### src/rtl/instr_encoder_loader_pkg.sv
// pa_riscv: shared RISC-V definitions for the decoder and the program loader.
//   instrFormat_t   - instruction format selector (R, I, S, B)
//   OPCODE_*        - 7-bit major opcodes, also used by the decoder
//   encoderState_t  - program-loader FSM state
//   immOutOfRange() - detects an immediate that the chosen format cannot hold
package pa_riscv;

    typedef enum logic [1:0] {
        R = 2'd0,
        I = 2'd1,
        S = 2'd2,
        B = 2'd3
    } instrFormat_t;

    localparam logic [6:0] OPCODE_R      = 7'b0110011;
    localparam logic [6:0] OPCODE_LOAD   = 7'b0000011;
    localparam logic [6:0] OPCODE_STORE  = 7'b0100011;
    localparam logic [6:0] OPCODE_BRANCH = 7'b1100011;

    typedef enum logic [1:0] {
        IDLE  = 2'd0,
        LOAD  = 2'd1,
        FLUSH = 2'd2,
        DONE  = 2'd3
    } encoderState_t;

    // I/S immediates must be 12-bit signed (bit 12 is a pure sign copy);
    // branch offsets must be halfword aligned.
    function automatic logic immOutOfRange(input instrFormat_t format, input logic [12:0] imm);
        logic bad;
        case (format)
            I, S:    bad = imm[12] ^ imm[11];
            B:       bad = imm[0];
            default: bad = 1'b0;
        endcase
        return bad;
    endfunction

endpackage

### src/rtl/instr_encoder_loader_encoder.sv
// instr_encoder: purely combinational packing of RISC-V fields into a 32-bit
// instruction word. Reusable on its own by testbenches.
//   format     - R, I, S or B
//   rd/rs1/rs2 - register indices (unused ones per format are ignored)
//   funct3     - funct3 field
//   funct7bit5 - bit 30 of R-type words
//   imm        - 13-bit immediate; I/S use [11:0], B uses [12:1]
//   word       - packed instruction
module instr_encoder
    import pa_riscv::*;
(
    input  instrFormat_t format,
    input  logic [4:0]   rd,
    input  logic [4:0]   rs1,
    input  logic [4:0]   rs2,
    input  logic [2:0]   funct3,
    input  logic         funct7bit5,
    input  logic [12:0]  imm,
    output logic [31:0]  word
);

    // Field packing per format.
    always_comb begin
        word = 32'd0;
        case (format)
            R:       word = {1'b0, funct7bit5, 5'b00000, rs2, rs1, funct3, rd, OPCODE_R};
            I:       word = {imm[11:0], rs1, funct3, rd, OPCODE_LOAD};
            S:       word = {imm[11:5], rs2, rs1, funct3, imm[4:0], OPCODE_STORE};
            B:       word = {imm[12], imm[10:5], rs2, rs1, funct3, imm[4:1], imm[11], OPCODE_BRANCH};
            default: word = 32'd0;
        endcase
    end

endmodule

### src/rtl/instr_encoder_loader.sv
// instr_encoder_loader: streams encoded instruction words into the core's
// instruction memory at consecutive word addresses starting at 0.
// Optional feature macro: INSTR_ENCODER_IMM_CHECK_EN (immediate range check
// driving o_immErr; without it o_immErr stays 0).
// Ports:
//   i_clk, i_rst        - clock, synchronous active-high reset
//   i_start             - open a session (honoured in IDLE/DONE only)
//   i_valid/o_ready     - field handshake; o_ready depends on state only
//   i_last              - marks the final instruction of the session
//   i_format..i_imm     - instruction fields
//   o_memWriteEn/Addr/WriteData - registered memory write port
//   o_count             - words written this session
//   o_done              - session finished, held until next i_start
//   o_overflow          - memory filled before i_last, sticky
//   o_immErr            - bad immediate seen, sticky
module instr_encoder_loader
    import pa_riscv::*;
#(
    parameter int DEPTH  = 64,
    parameter int ADDR_W = $clog2(DEPTH)
) (
    input  logic              i_clk,
    input  logic              i_rst,
    input  logic              i_start,
    input  logic              i_valid,
    output logic              o_ready,
    input  logic              i_last,
    input  instrFormat_t      i_format,
    input  logic [4:0]        i_rd,
    input  logic [4:0]        i_rs1,
    input  logic [4:0]        i_rs2,
    input  logic [2:0]        i_funct3,
    input  logic              i_funct7bit5,
    input  logic [12:0]       i_imm,
    output logic              o_memWriteEn,
    output logic [ADDR_W-1:0] o_memAddr,
    output logic [31:0]       o_memWriteData,
    output logic [ADDR_W:0]   o_count,
    output logic              o_done,
    output logic              o_overflow,
    output logic              o_immErr
);

    // Word count at which the next accepted word occupies the final slot.
    localparam logic [ADDR_W:0] LAST_SLOT = (ADDR_W + 1)'(DEPTH - 1);
    localparam logic [ADDR_W:0] COUNT_ONE = (ADDR_W + 1)'(1);

    encoderState_t     state_r;
    encoderState_t     nextState_s;
    logic [ADDR_W:0]   count_r;
    logic              memWriteEn_r;
    logic [ADDR_W-1:0] memAddr_r;
    logic [31:0]       memWriteData_r;
    logic              done_r;
    logic              overflow_r;
    logic              immErr_r;

    logic              ready_s;
    logic              accept_s;
    logic              lastSlot_s;
    logic              startClear_s;
    logic              immHit_s;
    logic [31:0]       word_s;

    instr_encoder uEncoder (
        .format     (i_format),
        .rd         (i_rd),
        .rs1        (i_rs1),
        .rs2        (i_rs2),
        .funct3     (i_funct3),
        .funct7bit5 (i_funct7bit5),
        .imm        (i_imm),
        .word       (word_s)
    );

    // Handshake qualifiers; ready is a pure function of state.
    always_comb begin
        ready_s    = (state_r == LOAD);
        accept_s   = ready_s & i_valid;
        lastSlot_s = (count_r == LAST_SLOT);
    end

    // Immediate check, compiled in only when the feature is enabled.
    always_comb begin
`ifdef INSTR_ENCODER_IMM_CHECK_EN
        immHit_s = accept_s & immOutOfRange(i_format, i_imm);
`else
        immHit_s = 1'b0;
`endif
    end

    // Next-state logic; startClear_s marks the edge that opens a session.
    always_comb begin
        nextState_s  = state_r;
        startClear_s = 1'b0;
        case (state_r)
            IDLE, DONE: begin
                if (i_start) begin
                    nextState_s  = LOAD;
                    startClear_s = 1'b1;
                end else begin
                    nextState_s  = state_r;
                end
            end
            LOAD: begin
                // The final slot closes the session even without i_last.
                if (accept_s && (i_last || lastSlot_s)) begin
                    nextState_s = FLUSH;
                end else begin
                    nextState_s = LOAD;
                end
            end
            FLUSH:   nextState_s = DONE;
            default: nextState_s = IDLE;
        endcase
    end

    // State register.
    always_ff @(posedge i_clk) begin
        if (i_rst) begin
            state_r <= IDLE;
        end else begin
            state_r <= nextState_s;
        end
    end

    // Write port, counter and status flags.
    always_ff @(posedge i_clk) begin
        if (i_rst) begin
            memWriteEn_r   <= 1'b0;
            memAddr_r      <= '0;
            memWriteData_r <= 32'd0;
            count_r        <= '0;
            done_r         <= 1'b0;
            overflow_r     <= 1'b0;
            immErr_r       <= 1'b0;
        end else begin
            memWriteEn_r <= accept_s;
            if (startClear_s) begin
                count_r    <= '0;
                done_r     <= 1'b0;
                overflow_r <= 1'b0;
                immErr_r   <= 1'b0;
            end else begin
                if (accept_s) begin
                    // count_r never exceeds DEPTH-1 while in LOAD, so the
                    // low bits are always a valid word address.
                    memAddr_r      <= count_r[ADDR_W-1:0];
                    memWriteData_r <= word_s;
                    count_r        <= count_r + COUNT_ONE;
                end
                if (accept_s && lastSlot_s && !i_last) begin
                    overflow_r <= 1'b1;
                end
                if (immHit_s) begin
                    immErr_r <= 1'b1;
                end
                if (state_r == FLUSH) begin
                    done_r <= 1'b1;
                end
            end
        end
    end

    // Output drive.
    always_comb begin
        o_ready        = ready_s;
        o_memWriteEn   = memWriteEn_r;
        o_memAddr      = memAddr_r;
        o_memWriteData = memWriteData_r;
        o_count        = count_r;
        o_done         = done_r;
        o_overflow     = overflow_r;
        o_immErr       = immErr_r;
    end

endmodule

### config.mk
export PLATFORM = sky130hd
export DESIGN_NAME = instr_encoder_loader
export DESIGN_NICKNAME = d
export VERILOG_FILES = /design/src/rtl/instr_encoder_loader_pkg.sv /design/src/rtl/instr_encoder_loader_encoder.sv /design/src/rtl/instr_encoder_loader.sv
export SDC_FILE = /design/constraint.sdc
export NUM_CORES = 1
export LEC_CHECK = 0
export CORE_AREA = 2 2 77 79
export CTS_CLUSTER_SIZE = 28
export DETAILED_ROUTE_END_ITERATION = 7
export DIE_AREA = 0 0 79 81
export GPL_ROUTABILITY_DRIVEN = 1
export GPL_TIMING_DRIVEN = 0
export PLACE_DENSITY_LB_ADDON = 0.1
export SYNTH_ARGS = -nofsm -noshare
export SYNTH_HDL_FRONTEND = slang
export SYNTH_SLANG_ARGS = --single-unit
### constraint.sdc
create_clock -name i_clk -period 1.6 [get_ports i_clk]
set_input_delay 0.16 -clock i_clk [delete_from_list [all_inputs] [get_ports i_clk]]
set_output_delay 0.16 -clock i_clk [all_outputs]
set_load 0.005 [all_outputs]
# Word-level counts from Yosys, hierarchy flattened
# Cells that the tools add are included.
dict set report op_classes {
  muxes 6
  n_reduce_logical 10
  bitwise_logic 2
  n_eq_ne 8
  n_addsub 1
}
# operator n
set ops {}
lappend ops {{$pmux 32 s4} 1}
lappend ops {{$eq 2x2->1 const B} 4}
lappend ops {{$add 7x1->7 const B} 1}
lappend ops {{$eq 7x6->1 const B} 1}
lappend ops {{$pmux 2 s3} 1}
lappend ops {{$eq 2x1->1 const B} 2}
lappend ops {{$logic_not 2->1} 2}
lappend ops {{$mux 2} 2}
lappend ops {{$reduce_or 2->1} 2}
lappend ops {{$logic_and 1x1->1} 3}
lappend ops {{$mux 1} 2}
lappend ops {{$ne 2x2->1 const B} 1}
lappend ops {{$reduce_and 2->1} 1}
lappend ops {{$and 1x1->1} 1}
lappend ops {{$logic_not 1->1} 1}
lappend ops {{$logic_or 1x1->1} 1}
lappend ops {{$not 1->1} 1}
dict set report totals {
  register_bits 50
  inputBits 39
  out_inout_bits 50
}

# Depth between registers and ports, before layout
# Gate-level depths: netlist of run 1.
dict set report depth {
  depth_word 5
  ltp_mapped 8
  ltp_nobuf 5
}

# Modules after synthesis
# Synthesis of run 1 repeated with hierarchy kept, for this count alone.
dict set report hier_totals {
  hier_cells 279
  hier_area_um2 2316.0
}
# module area_per_inst_um2 cells_per_inst n_inst
set by_module_without_submodules {}
lappend by_module_without_submodules {instr_encoder_loader 1985.7 239 1}
lappend by_module_without_submodules {instr_encoder 330.3 40 1}

# Least setup slack after synthesis of run 1
# Ideal clock, no wire load.
dict set report synth_timing {
  path_type {flip-flop to flip-flop}
  startpoint {register state_r[0]}
  endpoint {register memWriteData_r[31] (netlist: o_memWriteData[31])}
  period_less_slack_ns 1.567
  slack_ns 0.033
  n_path_buf 2
  stages_incl_launch_ff 8
  required_ns 1.530
  arrival_time_ns 1.497
  setup_ns 0.070
  path_cell_list {dfxtp_1 > inv_1 > ha_1 > clkbuf_2 > nand2_1 > clkbuf_1 > o2111ai_1 > a21oi_1}
}
dict set report synth_between {
  elab_chain_len 5
  elab_cells_between_ends 8
}
# item line
set synth_lines {}
lappend synth_lines {{start, declared} instr_encoder_loader.sv:48} ;# encoderState_t state_r;
lappend synth_lines {{start signal, assigned} instr_encoder_loader.sv:123} ;# state_r <= nextState_s;
lappend synth_lines {{$eq 2x2->1 or $logic_not 2->1 (tied branches)} instr_encoder_loader.sv:96} ;# case (state_r)
lappend synth_lines {{$reduce_or 2->1} instr_encoder_loader.sv:96}
lappend synth_lines {{$mux 1} instr_encoder_loader.sv:96}
lappend synth_lines {{$not 1->1 (no line)} -}
lappend synth_lines {{$reduce_and 2->1 (no line) (*)} -}
lappend synth_lines {{end signal, assigned} instr_encoder_loader.sv:149} ;# memWriteData_r <= word_s;
lappend synth_lines {{end, declared} instr_encoder_loader.sv:53} ;# logic [31:0] memWriteData_r;
# Every way passes the cells marked *; elsewhere a longest branch is shown, timed or not.
# A chain may end at the register's enable or synchronous reset.

# Worst setup path in the final report of run 1
dict set report layout_timing {
  startpoint {register state_r[1]}
  endpoint {register memWriteData_r[11] (netlist: o_memWriteData[11])}
}
# The elaborated chain is that of the path after synthesis.

==> run_results.csv, run 1 <==
group,metric,value,unit
timing,setup_ws,0.0287,ns
power,combPwrFrac,0.391,
yosys,mappedNetlistArea,2040,sq um
timing,holdWs,0.418,ns
run_status,status,"finished clean",
place,pre_cts_ws,-0.334,ns
yosys,syn_area_per_cell,8.58,sq um
worst_setup_path,r2r-start,"state_r[1]$_SDFFE_PP0P_",
yosys,synth_seq_cells,47,
die,start_util,0.360,
power,peakVddDrop,0.563,mV
global_routing,grt-ovfl-total,0,
place,port_buffers,85,
clock_network,cts_hold_buf,0,
worst_setup_path,cp_data_arrival_time,1.74,ns
yosys,yosysWarnings,0,
yosys,yosysSeqAreaShare,0.461,
detailed_routing,viasPerCell,5.20,
detailed_routing,detail_route.wl_per_cell,15.4,um
worst_setup_path,cp.required,1.77,ns
power,power_frac_seq,0.379,
min_path,min_to,"o_memWriteData[13]$_SDFFE_PP0P_",
detailed_routing,drc_errors,0,
die,dieHeight,81,um
detailed_routing,wl,6290,um
timing,fmax,0.636,GHz
place,place_inst,400,
die,core_area,5680,sq um
worst_setup_path,startpoint,"state_r[1]$_SDFFE_PP0P_",
die,die_width,79,um
clock_network,clkSinkCount,47,
clock_network,cts_root_buffer,"clkbuf_8",
cells_and_area,fin_area,3230,sq um
min_path,holdPathStages,3,
clock_network,cts_made_buffers,5,
detailed_routing,antenna_left,0,
min_path,hp-start,"i_funct3[1]",
clock_network,clock_path_buffers,2,
worst_setup_path,rrSetupSlack,0.03,ns
detailed_routing,drt-initial-drc-count,96,
worst_setup_path,crit_path_start_kind,"register",
worst_setup_path,reg2regPathDepth,7,
timing,hold_viol,0,
cells_and_area,area_growth,58.1,%
yosys,yosysTopAreaCell,"dfxtp_1",
yosys,yosysUniqueCellTypes,39,
timing,worst_slew_pin_slew,0.582,ns
power,switching_share,0.328,
power,switching_power,1.23,mW
global_routing,grt.total_usage,0.198,
place,post_dp_cell_area,3000,sq um
timing,fin_crit,1.57,ns
yosys,synth_top_area_frac,0.461,
place,place_congestion,0.772,
flow_run,cap_violations,0,
min_path,hold_path_class,"in -> reg",
detailed_routing,firstDrtPassIters,4,
timing,finalCritPeriodShare,0.982,
worst_setup_path,cp_max_fo,10,
cells_and_area,fin_cells,408,
cells_and_area,num_antenna_cells,0,
clock_network,cts.htree.levels,2,
detailed_routing,vias,2122,
yosys,synthTopCellsByArea,"dfxtp_1, a21oi_1, o21ai_0",
power,leakage,1.15,nW
worst_setup_path,reg2reg_to,"o_memWriteData[11]$_SDFFE_PP0P_",
yosys,synthCells,238,
die,die-area,6400,sq um
die,ioPinCount,89,
place,dp_hpwl,4410,um
cells_and_area,nNetsFinal,375,
global_routing,grt_pass1_vias,2049,
die,rows,28,
worst_setup_path,end_kind,"register",
global_routing,grt_pass1_wl,9910,um
global_routing,grt_max_degree,15,
clock_network,cts.clk_slew.worst_paths,0.09,ns
worst_setup_path,worstSetupPathType,"reg -> reg",
clock_network,clk_latency,0.30,ns
timing,clock_skew,0.00653,ns
global_routing,antenna_found_initial,0,
timing,slew_violations,0,
power,powerDensity,1160,nW/um^2
timing,setup_viol,0,
cells_and_area,drive_gt1_frac,0.138,
power,p_clk_frac,0.230,
clock_network,cts_tree,"yes",
timing,slew_headroom,0.612,
power,power.internal,2.52,mW
==> critical path: stages (launching register included) <==
cell	delay (ns)
dfxtp_2	0.37
inv_1	0.08
ha_4	0.19
and2_2	0.17
buf_4	0.17
buf_6	0.15
a21oi_1	0.22
a211oi_2	0.08
==> state kept, by name (all words and copies together), names as in the netlist <==
register / count
o_overflow: 1
o_memAddr: 6
o_count: 7
o_memWriteData: 29
o_done: 1
o_memWriteEn: 1
state_r: 2
==> metrics by stage <==
stage | power (mW) | util | TNS [ns]
2_1_floorplan | 2.06 | - | 0
3_3_place_gp | 2.65 | 0.528 | -8.30
3_5_place_dp | 2.67 | 0.528 | -9.82
4_1_cts | 3.61 | 0.554 | -0.0700
5_1_grt | 3.96 | 0.569 | -0.0276
6_report | 3.75 | 0.569 | 0
==> Yosys cell counts <==
master and instances:
a211o_1 1, a211oi_1 10, a21boi_0 1, a21oi_1 39, a221oi_1 1, a311oi_1 1, a31oi_1 1, and2_1 1
and2_2 1, and3_1 1, buf_2 6, buf_4 6, clkbuf_1 13, clkbuf_2 2, conb_1 1, dfxtp_1 47
ha_1 3, inv_1 4, mux2i_1 10, nand2_1 9, nand2b_1 3, nand3_1 19, nand3b_1 1, nand4_1 7
nand4_2 1, nor2_1 9, nor3_1 2, nor4_1 1, o2111ai_1 1, o21ai_0 26, o2bb2ai_1 1, o311a_1 1
o31ai_1 1, or2_2 1, or3_1 2, or3_2 1, or3_4 1, xnor2_1 1, xor2_1 1
==> cell families (layout without fill, tap and decap cells) <==
family	count (synthesis)	after routing	synth area share
fa+ha+maj	3	3	0.0184
mux	10	10	0.0490
buf+inv	31	124	0.0729
simple gates	60	60	0.156
other cells	1	3	0.00184
flops	47	47	0.461
xor+xnor	2	2	0.00857
compound gates	84	84	0.233
==> final cells by class <==
type,instances,area [sq um]
flip-flops and latches,47,948
well taps,75,93.8
clock buffers,5,68.8
inverters,4,15.0
repair buffers,88,876
plain buffers,25,169
multi-input cells,162,1020
clock inverters,2,37.5
fillers,576,2450
==> layout by cell type (no fill, tap or decap), drive strengths merged, types with 2 or more instances in the layout <==
master         synthesis  layout
a21oi                 39      39
nand3                 19      19
nor2                   9       9
buf                   12      14
ha                     3       3
nand4                  8       8
o21ai                 26      26
clkbuf                15      19
nand2b                 3       3
clkdlybuf4s50          0      84
conb                   1       3
dfxtp                 47      47
mux2i                 10      10
nand2                  9       9
inv                    4       4
a211oi                10      10
and2                   2       2
nor3                   2       2
or3                    4       4
==> how the worst max path moves through the flow <==
stage | to
after detailed placement | o_memWriteData[31]$_SDFFE_PP0P_
after global placement | o_memWriteData[31]$_SDFFE_PP0P_
final | o_memWriteData[11]$_SDFFE_PP0P_
after floorplan | o_memWriteData[31]$_SDFFE_PP0P_
after CTS | o_ready
after global routing | o_memWriteData[11]$_SDFFE_PP0P_
==> power groups by stage <==
| stage | clock network (mW) | registers [mW] | logic, mW |
|---|---|---|---|
| floorplan | 0 | 1.43 | 0.628 |
| global placement | 0 | 1.43 | 1.22 |
| detailed placement | 0 | 1.43 | 1.24 |
| CTS | 0.878 | 1.41 | 1.32 |
| global route | 0.931 | 1.44 | 1.59 |
| finish | 0.863 | 1.42 | 1.47 |
==> per-layer routing <==
metal  up-vias  part of all wire  track usage
met1      1008              0.43        0.242
met3         6             0.084       0.0744
met5         -                 0            0
met4         0             0.011       0.0534
li1       1038                 -            -
met2        70              0.47        0.329
==> what timing repair did <==
item	in CTS	in global routing
endpoints found under the setup margin	47	41
setup buffers	0	2
pin swaps	0	2
resized for setup	28	32
cloned	1	0
Note: power is estimated with default switching activity, not from simulation.
==> run 2: changes to the inputs <==
Settings changed: ABC_CLOCK_PERIOD_IN_PS from default to 1600.
==> results of run 2 <==
Final layout, timing and power as in run 1 (identical DEF).
==> run 3: changes to the inputs <==
==> constraint.sdc (replaced) <==
create_clock -name i_clk -period 1.6 [get_ports i_clk]
set_input_delay 0.16 -clock i_clk [delete_from_list [all_inputs] [get_ports i_clk]]
set_output_delay 0.16 -clock i_clk [all_outputs]
set_load 0.01 [all_outputs]
==> run_results.csv, run 3 (synthesis results as in run 1) <==
group,metric,value,unit
timing,slew_violations,0,
place,place_congestion,0.772,
cells_and_area,fin_cells,408,
cells_and_area,fin_area,3230,sq um
global_routing,grt_max_degree,15,
timing,worst_slew_pin_slew,0.583,ns
die,dieHeight,81,um
global_routing,antenna_found_initial,0,
worst_setup_path,reg2regPathDepth,7,
die,die_width,79,um
run_status,status,"finished clean",
clock_network,cts_root_buffer,"clkbuf_8",
cells_and_area,seqCellArea,948,sq um
die,ioPinCount,89,
power,peakVddDrop,0.576,mV
worst_setup_path,crit_chain,"inv_1, ha_4, and2_2, buf_4, buf_6, a21oi_1, a211oi_2",
place,post_dp_cell_area,3000,sq um
flow_run,cap_violations,0,
min_path,holdPathStages,3,
detailed_routing,vias,2124,
place,place_inst,400,
detailed_routing,drc_errors,0,
global_routing,grt_pass1_wl,9920,um
cells_and_area,mostFrequentLayoutCells,"clkdlybuf4s50_1, dfxtp_1, a21oi_1",
cells_and_area,fillCellCount,575,
power,leakage,1.14,nW
detailed_routing,wl,6300,um
cells_and_area,drive_gt1_frac,0.141,
worst_setup_path,cp.required,1.77,ns
global_routing,grt-ovfl-total,0,
worst_setup_path,worstSetupPathType,"reg -> reg",
worst_setup_path,cp_data_arrival_time,1.74,ns
die,core_area,5680,sq um
timing,fmax,0.636,GHz
cells_and_area,num_antenna_cells,0,
detailed_routing,detail_route.wl_per_cell,15.4,um
timing,holdWs,0.417,ns
clock_network,clk_latency,0.30,ns
worst_setup_path,critPathMaxStageDelay,0.37,ns
detailed_routing,drt-initial-drc-count,95,
timing,setup_viol,0,
detailed_routing,firstDrtPassIters,4,
timing,clock_skew,0.00666,ns
place,dp_hpwl,4410,um
timing,hold_viol,0,
worst_setup_path,crit_path_start_kind,"register",
timing,slew_headroom,0.611,
cells_and_area,area_growth,57.9,%
worst_setup_path,cp_max_fo,10,
min_path,hold_path_class,"in -> reg",
cells_and_area,final_common_cell,"clkdlybuf4s50_1",
worst_setup_path,end_kind,"register",
cells_and_area,nNetsFinal,375,
detailed_routing,antenna_left,0,
timing,finalCritPeriodShare,0.982,
clock_network,cts.htree.levels,2,
worst_setup_path,cp_slowest_cell,"dfxtp_2",
die,start_util,0.360,
clock_network,cts_hold_buf,0,
detailed_routing,viasPerCell,5.21,
cells_and_area,largest_reg_flops,29,
clock_network,clkSinkCount,47,
global_routing,grt_pass1_vias,2052,
place,port_buffers,85,
clock_network,cts_tree,"yes",
clock_network,clock_path_buffers,2,
global_routing,grt.total_usage,0.198,
timing,fin_crit,1.57,ns
die,die-area,6400,sq um
die,rows,28,
cells_and_area,multi_input_area,1020,sq um
clock_network,cts_made_buffers,5,
clock_network,cts.clk_slew.worst_paths,0.09,ns
power,powerDensity,1180,nW/um^2
## run 3: cell types whose count changed in the layout (fill, tap and decap cells not counted)
cell / change
clkbuf_1: -1
clkbuf_2: +1
dlygate4sd2_1: +1
dlymetal6s2s_1: -1
## run 3: per-stage QoR
| step | worst slack (ns) | setup TNS, ns | utilization | power, mW |
|---|---|---|---|---|
| finish | 0.0288 | 0 | 0.569 | 3.81 |
| global route | -0.0276 | -0.0276 | 0.569 | 4.01 |
| global placement | -0.306 | -8.30 | 0.528 | 2.71 |
| CTS | -0.0169 | -0.0169 | 0.554 | 3.66 |
| detailed placement | -0.334 | -9.82 | 0.528 | 2.73 |
| floorplan | 0.0259 | 0 | - | 2.11 |
## run 3: critical path, delay by kind of cell (launching register included)
kind | cells | cell delay, ns
flops | 1 | 0.37
compound gates | 2 | 0.30
buf+inv | 3 | 0.40
simple gates | 1 | 0.17
fa+ha+maj | 1 | 0.19
## run 3: worst paths after layout
kind / start / endpoint / slack [ns]
max: state_r[1]$_SDFFE_PP0P_ / o_memWriteData[11]$_SDFFE_PP0P_ / 0.03
min: i_funct3[1] / o_memWriteData[13]$_SDFFE_PP0P_ / 0.42
max reg2reg: state_r[1]$_SDFFE_PP0P_ / o_memWriteData[11]$_SDFFE_PP0P_ / 0.03
min reg2reg: o_memAddr[1]$_SDFFE_PP0P_ / o_memAddr[1]$_SDFFE_PP0P_ / 0.48
## run 3: timing repair
| action | CTS | global route |
|---|---|---|
| cloned | 1 | 0 |
| setup buffers | 0 | 2 |
| pin swaps | 0 | 2 |
| setup endpoints to repair | 47 | 40 |
| resized for setup | 30 | 32 |
## run 3: report_power, final
group | switching (mW) | internal [mW] | total, mW
registers | 0.100 | 1.32 | 1.42
clock network | 0.407 | 0.457 | 0.864
logic | 0.782 | 0.740 | 1.52
## run 3: layer usage
layer  global-route usage  routed length (um)  vias up
li1                     -                   -     1039
met1                0.243                2750     1010
met2                0.329                2960       69
met3               0.0744                 520        6
met4               0.0534                  68        0
met5                    0                   0        -
## run 3: final cells by class
type | instances | area share
Buffer | 25 | 0.0527
Clock buffer | 5 | 0.0213
Clock inverter | 2 | 0.0116
Inverter | 4 | 0.00465
Multi-Input combinational cell | 162 | 0.316
Sequential cell | 47 | 0.294
Tap cell | 75 | 0.0291
Timing Repair Buffer | 88 | 0.270
